<file path="src/rtl/rom_seq_pkg.sv">
// Shared types and default sizing for the ROM stream sequencer and its output FIFO.
package rom_seq_pkg;

    localparam int ROM_AW     = 8;
    localparam int ROM_DW     = 4;
    localparam int FIFO_DEPTH = 2;

    typedef enum logic [1:0] {
        IDLE  = 2'd0,
        ISSUE = 2'd1,
        DRAIN = 2'd2
    } state_e;

    typedef struct packed {
        logic              last;
        logic [ROM_DW-1:0] data;
    } fifo_entry_t;

endpackage

</file>
<file path="src/rtl/rom_seq_fifo.sv">
// Small synchronous FIFO with a first-word-fall-through head; holds {last, data} words.
module rom_seq_fifo
    import rom_seq_pkg::*;
#(
    parameter  int DEPTH = FIFO_DEPTH,
    localparam int CW    = $clog2(DEPTH + 1),
    localparam int PW    = $clog2(DEPTH)
) (
    input  logic        CLKIN,
    input  logic        RESETN,
    input  logic        push,
    input  fifo_entry_t push_entry,
    input  logic        pop,
    output fifo_entry_t head,
    output logic        empty,
    output logic [CW-1:0] count
);

    fifo_entry_t   mem [DEPTH];
    logic [PW-1:0] wr_ptr;
    logic [PW-1:0] rd_ptr;

    function automatic logic [PW-1:0] bump(input logic [PW-1:0] p);
        return (p == PW'(DEPTH - 1)) ? '0 : p + 1'b1;
    endfunction

    // Storage carries no reset: only entries below count are ever observed.
    always_ff @(posedge CLKIN) begin
        if (push) begin
            mem[wr_ptr] <= push_entry;
        end
    end

    always_ff @(posedge CLKIN or negedge RESETN) begin
        if (!RESETN) begin
            wr_ptr <= '0;
            rd_ptr <= '0;
            count  <= '0;
        end else begin
            if (push) begin
                wr_ptr <= bump(wr_ptr);
            end
            if (pop) begin
                rd_ptr <= bump(rd_ptr);
            end
            case ({push, pop})
                2'b10:   count <= count + 1'b1;
                2'b01:   count <= count - 1'b1;
                default: count <= count;
            endcase
        end
    end

    assign head  = mem[rd_ptr];
    assign empty = (count == '0);

    a_no_overflow: assert property (@(posedge CLKIN) disable iff (!RESETN)
        !(push && !pop && count == CW'(DEPTH)));
    a_no_underflow: assert property (@(posedge CLKIN) disable iff (!RESETN)
        !(pop && empty));

endmodule

</file>
<file path="src/rtl/rom_stream_sequencer.sv">
// Walks an address window of a registered-read ROM and streams the words out
// over valid/ready, absorbing the one-cycle read latency in a small FIFO.
module rom_stream_sequencer
    import rom_seq_pkg::*;
#(
    parameter int AW    = ROM_AW,
    parameter int DW    = ROM_DW,
    parameter int DEPTH = FIFO_DEPTH
) (
    input  logic          CLKIN,
    input  logic          RESETN,
    input  logic          START,
    input  logic [AW-1:0] BASE,
    input  logic [AW-1:0] LEN,
    output logic          BUSY,
    output logic [AW-1:0] ADDR,
    output logic          RE,
    input  logic [DW-1:0] RDATA,
    output logic [DW-1:0] DOUT,
    output logic          DVALID,
    input  logic          DREADY,
    output logic          DLAST,
    output logic          DONE,
    output state_e        state_dbg
);

    localparam int CW = $clog2(DEPTH + 1);

    state_e        state;
    logic [AW-1:0] addr;
    logic [AW-1:0] addr_hold;
    logic [AW-1:0] remaining;
    logic          inflight;
    logic          tag_q;
    logic          busy_q;
    logic          done_q;

    fifo_entry_t   push_entry;
    fifo_entry_t   head;
    logic          fifo_empty;
    logic [CW-1:0] fifo_count;
    logic [CW:0]   occupancy;
    logic          pop;
    logic          credit;
    logic          issue;

    // Stream handshake: a word moves when DVALID && DREADY on a rising edge;
    // DVALID never waits for DREADY, and DOUT/DLAST hold while DVALID && !DREADY.
    always_comb begin
        pop       = !fifo_empty && DREADY;
        occupancy = {1'b0, fifo_count} + (CW+1)'(inflight) - (CW+1)'(pop);
        credit    = occupancy < (CW+1)'(DEPTH);
        issue     = (state == ISSUE) && credit;
    end

    assign push_entry.last = tag_q;
    assign push_entry.data = RDATA;

    rom_seq_fifo #(.DEPTH(DEPTH)) u_fifo (
        .CLKIN      (CLKIN),
        .RESETN     (RESETN),
        .push       (inflight),
        .push_entry (push_entry),
        .pop        (pop),
        .head       (head),
        .empty      (fifo_empty),
        .count      (fifo_count)
    );

    always_ff @(posedge CLKIN or negedge RESETN) begin
        if (!RESETN) begin
            state     <= IDLE;
            addr      <= '0;
            addr_hold <= '0;
            remaining <= '0;
            inflight  <= 1'b0;
            tag_q     <= 1'b0;
            busy_q    <= 1'b0;
            done_q    <= 1'b0;
        end else begin
            inflight <= issue;
            tag_q    <= issue && (remaining == '0);
            done_q   <= 1'b0;
            if (issue) begin
                addr_hold <= addr;
                addr      <= addr + 1'b1;
                remaining <= remaining - 1'b1;
            end
            case (state)
                IDLE: begin
                    if (START) begin
                        addr      <= BASE;
                        remaining <= LEN;
                        busy_q    <= 1'b1;
                        state     <= ISSUE;
                    end
                end
                ISSUE: begin
                    if (issue && remaining == '0) begin
                        state <= DRAIN;
                    end
                end
                DRAIN: begin
                    // The tagged word is the last one issued, so popping it
                    // leaves both the FIFO and the read pipeline empty.
                    if (pop && head.last) begin
                        busy_q <= 1'b0;
                        done_q <= 1'b1;
                        state  <= IDLE;
                    end
                end
                default: state <= IDLE;
            endcase
        end
    end

    assign RE        = issue;
    assign ADDR      = issue ? addr : addr_hold;
    assign DVALID    = !fifo_empty;
    assign DOUT      = fifo_empty ? '0 : head.data;
    assign DLAST     = !fifo_empty && head.last;
    assign BUSY      = busy_q;
    assign DONE      = done_q;
    assign state_dbg = state;

endmodule

</file>
<file path="config.mk">
export PLATFORM = sky130hd
export DESIGN_NAME = rom_stream_sequencer
export DESIGN_NICKNAME = d
export VERILOG_FILES = /design/src/rtl/rom_seq_pkg.sv /design/src/rtl/rom_seq_fifo.sv /design/src/rtl/rom_stream_sequencer.sv
export SDC_FILE = /design/constraint.sdc
export NUM_CORES = 1
export LEC_CHECK = 0
export ABC_AREA = 1
export CAP_MARGIN = 20
export CORE_UTILIZATION = 47
export DETAILED_ROUTE_END_ITERATION = 6
export PLACE_DENSITY = 0.76
export RECOVER_POWER = 25
export SLEW_MARGIN = 10
export SYNTH_ARGS = -nofsm -noshare
export SYNTH_HDL_FRONTEND = slang
export SYNTH_SLANG_ARGS = --single-unit
export TNS_END_PERCENT = 100
</file>
<file path="constraint.sdc">
create_clock -name CLKIN -period 2.4 [get_ports CLKIN]
set_input_delay 0.48 -clock CLKIN [delete_from_list [all_inputs] [get_ports CLKIN]]
set_output_delay 0.48 -clock CLKIN [all_outputs]
set_load 0.005 [all_outputs]
</file>
After elaboration in Yosys (flattened, before gate mapping)
Memory sizes are Yosys's and may differ from the RTL's.
Cells that the tools add are included.
{"block": "classes", "shifts": 0, "eq_ne": 7, "add_sub_neg": 8, "bitwise": 0, "div_mod_pow": 0, "magnitude_cmp": 1, "muxes": 22, "reduce_logical": 13, "mul": 0}
{"cell": "2-to-1 mux 8 bit", "n": 7}
{"cell": "adder 8 x 1 -> 8 bit, second input constant", "n": 1}
{"cell": "zero test 8 bit", "n": 1}
{"cell": "2-to-1 mux 1 bit", "n": 8}
{"cell": "subtractor 8 x 1 -> 8 bit, second input constant", "n": 1}
{"cell": "2-to-1 mux 2 bit", "n": 3}
{"cell": "one-hot mux 2 bit (3 select lines)", "n": 1}
{"cell": "AND reduction 3 bit", "n": 2}
{"cell": "logical AND 1 bit", "n": 5}
{"cell": "equality test 2 x 1 -> 1 bit, second input constant", "n": 2}
{"cell": "equality test 2 bit, second input constant", "n": 2}
{"cell": "zero test 2 bit", "n": 2}
{"cell": "2-to-1 mux 4 bit", "n": 1}
{"cell": "inequality test 2 bit, second input constant", "n": 2}
{"cell": "one-hot mux 2 bit (2 select lines)", "n": 1}
{"cell": "nonzero test 2 bit", "n": 2}
{"cell": "adder 2 x 1 -> 3 bit", "n": 1}
{"cell": "< comparator 3 x 2 -> 1 bit, second input constant", "n": 1}
{"cell": "subtractor 3 x 1 -> 3 bit", "n": 1}
{"cell": "adder 1 bit, second input constant", "n": 2}
{"cell": "adder 2 x 1 -> 2 bit, second input constant", "n": 1}
{"cell": "inequality test 2 x 1 -> 1 bit, second input constant", "n": 1}
{"cell": "one-hot mux 1 bit (2 select lines)", "n": 1}
{"cell": "subtractor 2 x 1 -> 2 bit, second input constant", "n": 1}
{"cell": "zero test 1 bit", "n": 1}
{"block": "totals", "out_inout_bits": 19, "wordCells": 63, "romBits": 0, "mem_bits_rw": 10, "mem_count": 1, "inputBits": 24, "register_bits": 34, "latch_bits": 0}
{"memory": "u_fifo.mem", "words": 2, "word_bits": 5, "read_ports": 1, "rd_clocked_by_memory_dff": 0, "wr": 1, "line_no": "rom_seq_fifo.sv:19", "source": "fifo_entry_t mem [DEPTH];"}

Longest topological paths before layout
{"block": "depth", "word_depth": 9, "mapped_depth": 13, "ltp_nobuf": 13}

Cells and area by module
Synthesis repeated with hierarchy kept, for this count alone.
{"block": "hier_totals", "hier_cells": 284, "area_unflattened_um2": 2306.0}
{"mod": "rom_stream_sequencer", "cells_per_inst": 235, "seq_area_each_um2": 750.7, "instances": 1, "area_per_inst_um2": 1729.2}
{"mod": "rom_seq_fifo", "cells_per_inst": 49, "seq_area_each_um2": 400.4, "instances": 1, "area_per_inst_um2": 576.8}

Worst setup path before layout
No wires, ideal clock.
{"block": "synth_path", "kind": "register to output", "start": "register u_fifo.count[1]", "end": "output port ADDR[4]", "slack_ps": -245, "required_time_ps": 1920, "t_arrival_ps": 2165, "path_buffers": 1, "stages_incl_launch_ff": 11, "path_cell_list": "dfrtp_1 nor2_4 nor2_1 nand2_1 inv_1 a21oi_1 fa_1 xnor2_1 nand3_2 buf_2 o21ai_0"}
{"block": "synth_via", "elab_chain_len": 7, "word_cells_on_any_way": 8, "cone_classes": "add/sub: 2; order compare: 1; mux: 1; reduce/logical: 4"}
{"item": "start: declaration", "line_no": "rom_seq_fifo.sv:16", "source": "output logic [CW-1:0] count"}
{"item": "start signal: assignment", "line_no": "rom_seq_fifo.sv:47", "source": "2'b10: count <= count + 1'b1;"}
{"item": "start signal: assignment", "line_no": "rom_seq_fifo.sv:48", "source": "2'b01: count <= count - 1'b1;"}
{"item": "start signal: assignment", "line_no": "rom_seq_fifo.sv:49", "source": "default: count <= count;"}
{"item": "branches (longest 3 deep; another with adder 2 x 1 -> 3 bit)"}
{"item": "subtractor 3 x 1 -> 3 bit *", "line_no": "rom_stream_sequencer.sv:51", "source": "occupancy = {1'b0, fifo_count} + (CW+1)'(inflight) - (CW+1)'(pop);"}
{"item": "< comparator 3 x 2 -> 1 bit *", "line_no": "rom_stream_sequencer.sv:52", "source": "credit = occupancy < (CW+1)'(DEPTH);"}
{"item": "logical AND 1 bit *", "line_no": "rom_stream_sequencer.sv:53", "source": "issue = (state == ISSUE) && credit;"}
{"item": "2-to-1 mux 8 bit *"}
{"item": "end: declaration", "line_no": "rom_stream_sequencer.sv:16", "source": "output logic [AW-1:0] ADDR,"}
Mark *: on every way between the ends.

Final worst setup path
{"block": "layout_path", "start": "register u_fifo.count[0]", "end": "output port ADDR[4]"}
The elaborated chain is that of the path after synthesis.

==> impl_results.md <==
* Final setup margin at -0.584 ns
* Leakage at 0.00169 uW
* Routability cong. at just over 0.8
* Detail Route Antenna Nets at 0
* Final nets at just under 400
* Detailed placer's ending HPWL at 3.58 mm
* Slew Limit Fails at 0
* H-Tree Depth at 2
* Final Core Density at about 76%
* Die Span Y at roughly 71 microns
* Number of diodes at 0
* Crit path launch type: register
* Mapped Cells at 272
* CTS Root Cell: clkbuf_8
* Post-synthesis cell type count at 28
* Critical path peak fanout at 4
* CTS buffer count at 5
* Worst path cell trace: nor2_4 > nor2_2 > nand2_1 > inv_2 > a21oi_4 > fa_2 > xnor2_4 > nand3_4 > buf_6 > buf_6 > nand2_2 > o21ai_2 > buf_2
* Num ports at 43
* Ys Warns at 0
* Router iterations before antenna repair at 7
* Drt wl/cell at between 15 and 20 microns
* Crit path largest cell delay at between 0.4 and 0.5 ns
* GRT Util Overall at between 20% and 30%
* Final setup violating endpoints at 11
* VDD IR-drop max at 0.000820 V
* Initial Util at between 50% and 60%
* Drt drc at 4
* Failing checks: design-rule violations, negative setup slack
* Status: complete, but fails checks
* Core Region at approximately 0.0045 sq mm
* Max Cap Viol at 0
* Sequential element share of the synthesized area at around 51%
* Tmin final at just under 3 ns
* Setup Skew at about 0.011 ns
* Die ar. at ~0.0051 sq mm
* Num rows at 24
* Syn avg cell area at slightly above 8 sq um
* CP most frequent cell: buf_6
* First-pass GRT wire length at ~9.2 mm
* Worst hold slack at 0.442 ns
* Port buffer count at 42
* Crit path max-delay cell type: dfrtp_1
* Critical path capture point type: output port
* Number of global-route vias before repair at a little under 2000
* First DRT Iteration DRCs at between 100 and 150
* Gr ovfl total at 0
* PD cells at 1870 mW/mm^2
* Bufs on Longest Clock Path at 2
* RSZ-0062 raised after global routing: true
* Via Count at ~2200
* Layout cell share with drive strength beyond 1 at approximately a third
* Worst EP required at about 1.9 ns
* Post-Place Worst Slack at -1.06 ns
* WL final at ~6.6 mm
* Drt via density at 5.25
* Die width at slightly above 70 microns
* Clock sink count at 44
* Least-Margin Pin Slew at between 0.4 and 0.5 ns
* Clk_lat worst skew at about 0.31 ns
* Relative area change from synthesis to final layout at 51.6%
* Syn Std Cell Area at roughly 0.0023 sq mm
* Rel. slew slack at between 70% and 80%
* Critical path class: reg2out
* Net Count, Synth at between 200 and 300
* Yosys reg bits at 44
* Fill count at about 290
* Fin crit share at 124%
* Final Hold Viols at 0
* Clk slew on worst S/H paths at approximately 0.090 ns
* Cts hold-fix bufs at 0
* WP data arrival at approximately 2.5 ns
* Initial antenna violation count at 0
* Pin count of the biggest net entering global routing at 35
* Hold Crit Class: reg2reg
* Fmax at roughly 0.34 GHz
* Total power at around 6400 uW
* TritonCTS clock tree: done
per-layer routing:
| metal | track usage (%) | routed length, microns |
|---|---|---|
| met1 | 30.6 | 2540 |
| met2 | 39.9 | 3460 |
| met3 | 3.66 | 285 |
| met4 | 12.7 | 275 |
| met5 | 0 | 0 |
worst max-delay path: cells and delay by family (launching register included):
family,cells,cell delay (ns)
compound gates,2,0.13
xor+xnor,1,0.26
fa+ha+maj,1,0.44
buf+inv,4,0.49
flops,1,0.44
simple gates,5,0.45
where the power goes:
part,total [uW],switching (uW),internal (uW)
Clock,462,257,205
Combinational,4520,2180,2340
Sequential,1410,317,1100
Total,6400,2750,3640
final timing paths:
path | startpoint | endpoint | slack, ns | cells past startpoint
worst min-delay path | tag_q | u_fifo.mem[0][4] | 0.44 | 0
worst max register to register | u_fifo.count[0] | addr[4] | -0.21 | 17
max in group asynchronous | RESETN | u_fifo.count[1] | 1.48 | 2
min in group asynchronous | RESETN | addr_hold[4] | 0.58 | 2
worst min register to register | tag_q | u_fifo.mem[0][4] | 0.44 | 0
worst max-delay path | u_fifo.count[0] | ADDR[4] | -0.58 | 13
layout make-up:
cell class	count	area, sq um	area share (%)
Sequential cell	44	1150	33.7
Multi-Input combinational cell	189	1150	33.6
Timing Repair Buffer	87	846	24.8
Inverter	33	124	3.63
Clock buffer	7	76.3	2.23
Tap cell	52	65.1	1.90
Clock inverter	1	5.00	0.147
registers in the layout (all words and copies together) (netlist names):
signal,flops
inflight,1
addr_hold,8
tag_q,1
u_fifo.mem,10
u_fifo.wr_ptr,1
BUSY,1
u_fifo.count,2
DONE,1
state_dbg,2
remaining,8
addr,8
u_fifo.rd_ptr,1
cell families after synthesis:
family | after synthesis | synth area share, %
and+or+nand+nor | 150 | 28.8
AOI/OAI and AO/OA | 26 | 6.50
adders and majority gates | 3 | 2.00
buffers and inverters | 40 | 7.83
DFF | 44 | 51.1
xor gates and xnor gates | 9 | 3.83
placed cells by master, fill, tap and decap left out, drive strengths merged, types with 4 or more instances in the layout:
| master | instances |
|---|---|
| a21oi | 6 |
| edfxtp | 10 |
| xor2 | 7 |
| o21ai | 16 |
| buf | 51 |
| nor2 | 21 |
| clkbuf | 10 |
| nand3 | 20 |
| inv | 33 |
| or2 | 4 |
| dfrtp | 34 |
| clkdlybuf4s50 | 28 |
| dlygate4sd3 | 4 |
| nand2 | 102 |
through the flow:
step                      setup TNS [ns]  std cells  area, sq um
after floorplan                  -0.0100        272         2260
after global placement            -16.93        377         2830
after detailed placement          -19.47        377         2830
after CTS                          -3.58        405         3170
after global routing               -6.69        413         3420
final                              -4.82        413         3420
cells in the mapped netlist, drive strengths merged:
| cell | n | share of area [%] |
|---|---|---|
| a21oi | 6 | 1.3 |
| nor2 | 21 | 4.5 |
| or2 | 4 | 1.1 |
| fa | 1 | 0.89 |
| a31oi | 3 | 1.1 |
| o21a | 1 | 0.33 |
| o21ai | 16 | 3.7 |
| nand2 | 102 | 17 |
| xnor2 | 2 | 0.78 |
| xor2 | 7 | 3.1 |
| clkbuf | 1 | 0.17 |
| nand3b | 1 | 0.33 |
| inv | 33 | 5.5 |
| ha | 2 | 1.1 |
| nand4 | 3 | 0.83 |
| edfxtp | 10 | 13 |
| nand3 | 19 | 4.7 |
| buf | 6 | 2.2 |
| dfrtp | 34 | 38 |
timing repair:
action | CTS | global route
setup endpoints to repair | 30 | 30
resized for setup | 73 | 43
cloned | 1 | 2
pin swaps | 13 | 22
setup buffers | 24 | 10
Power figures use the tool's default switching activity.
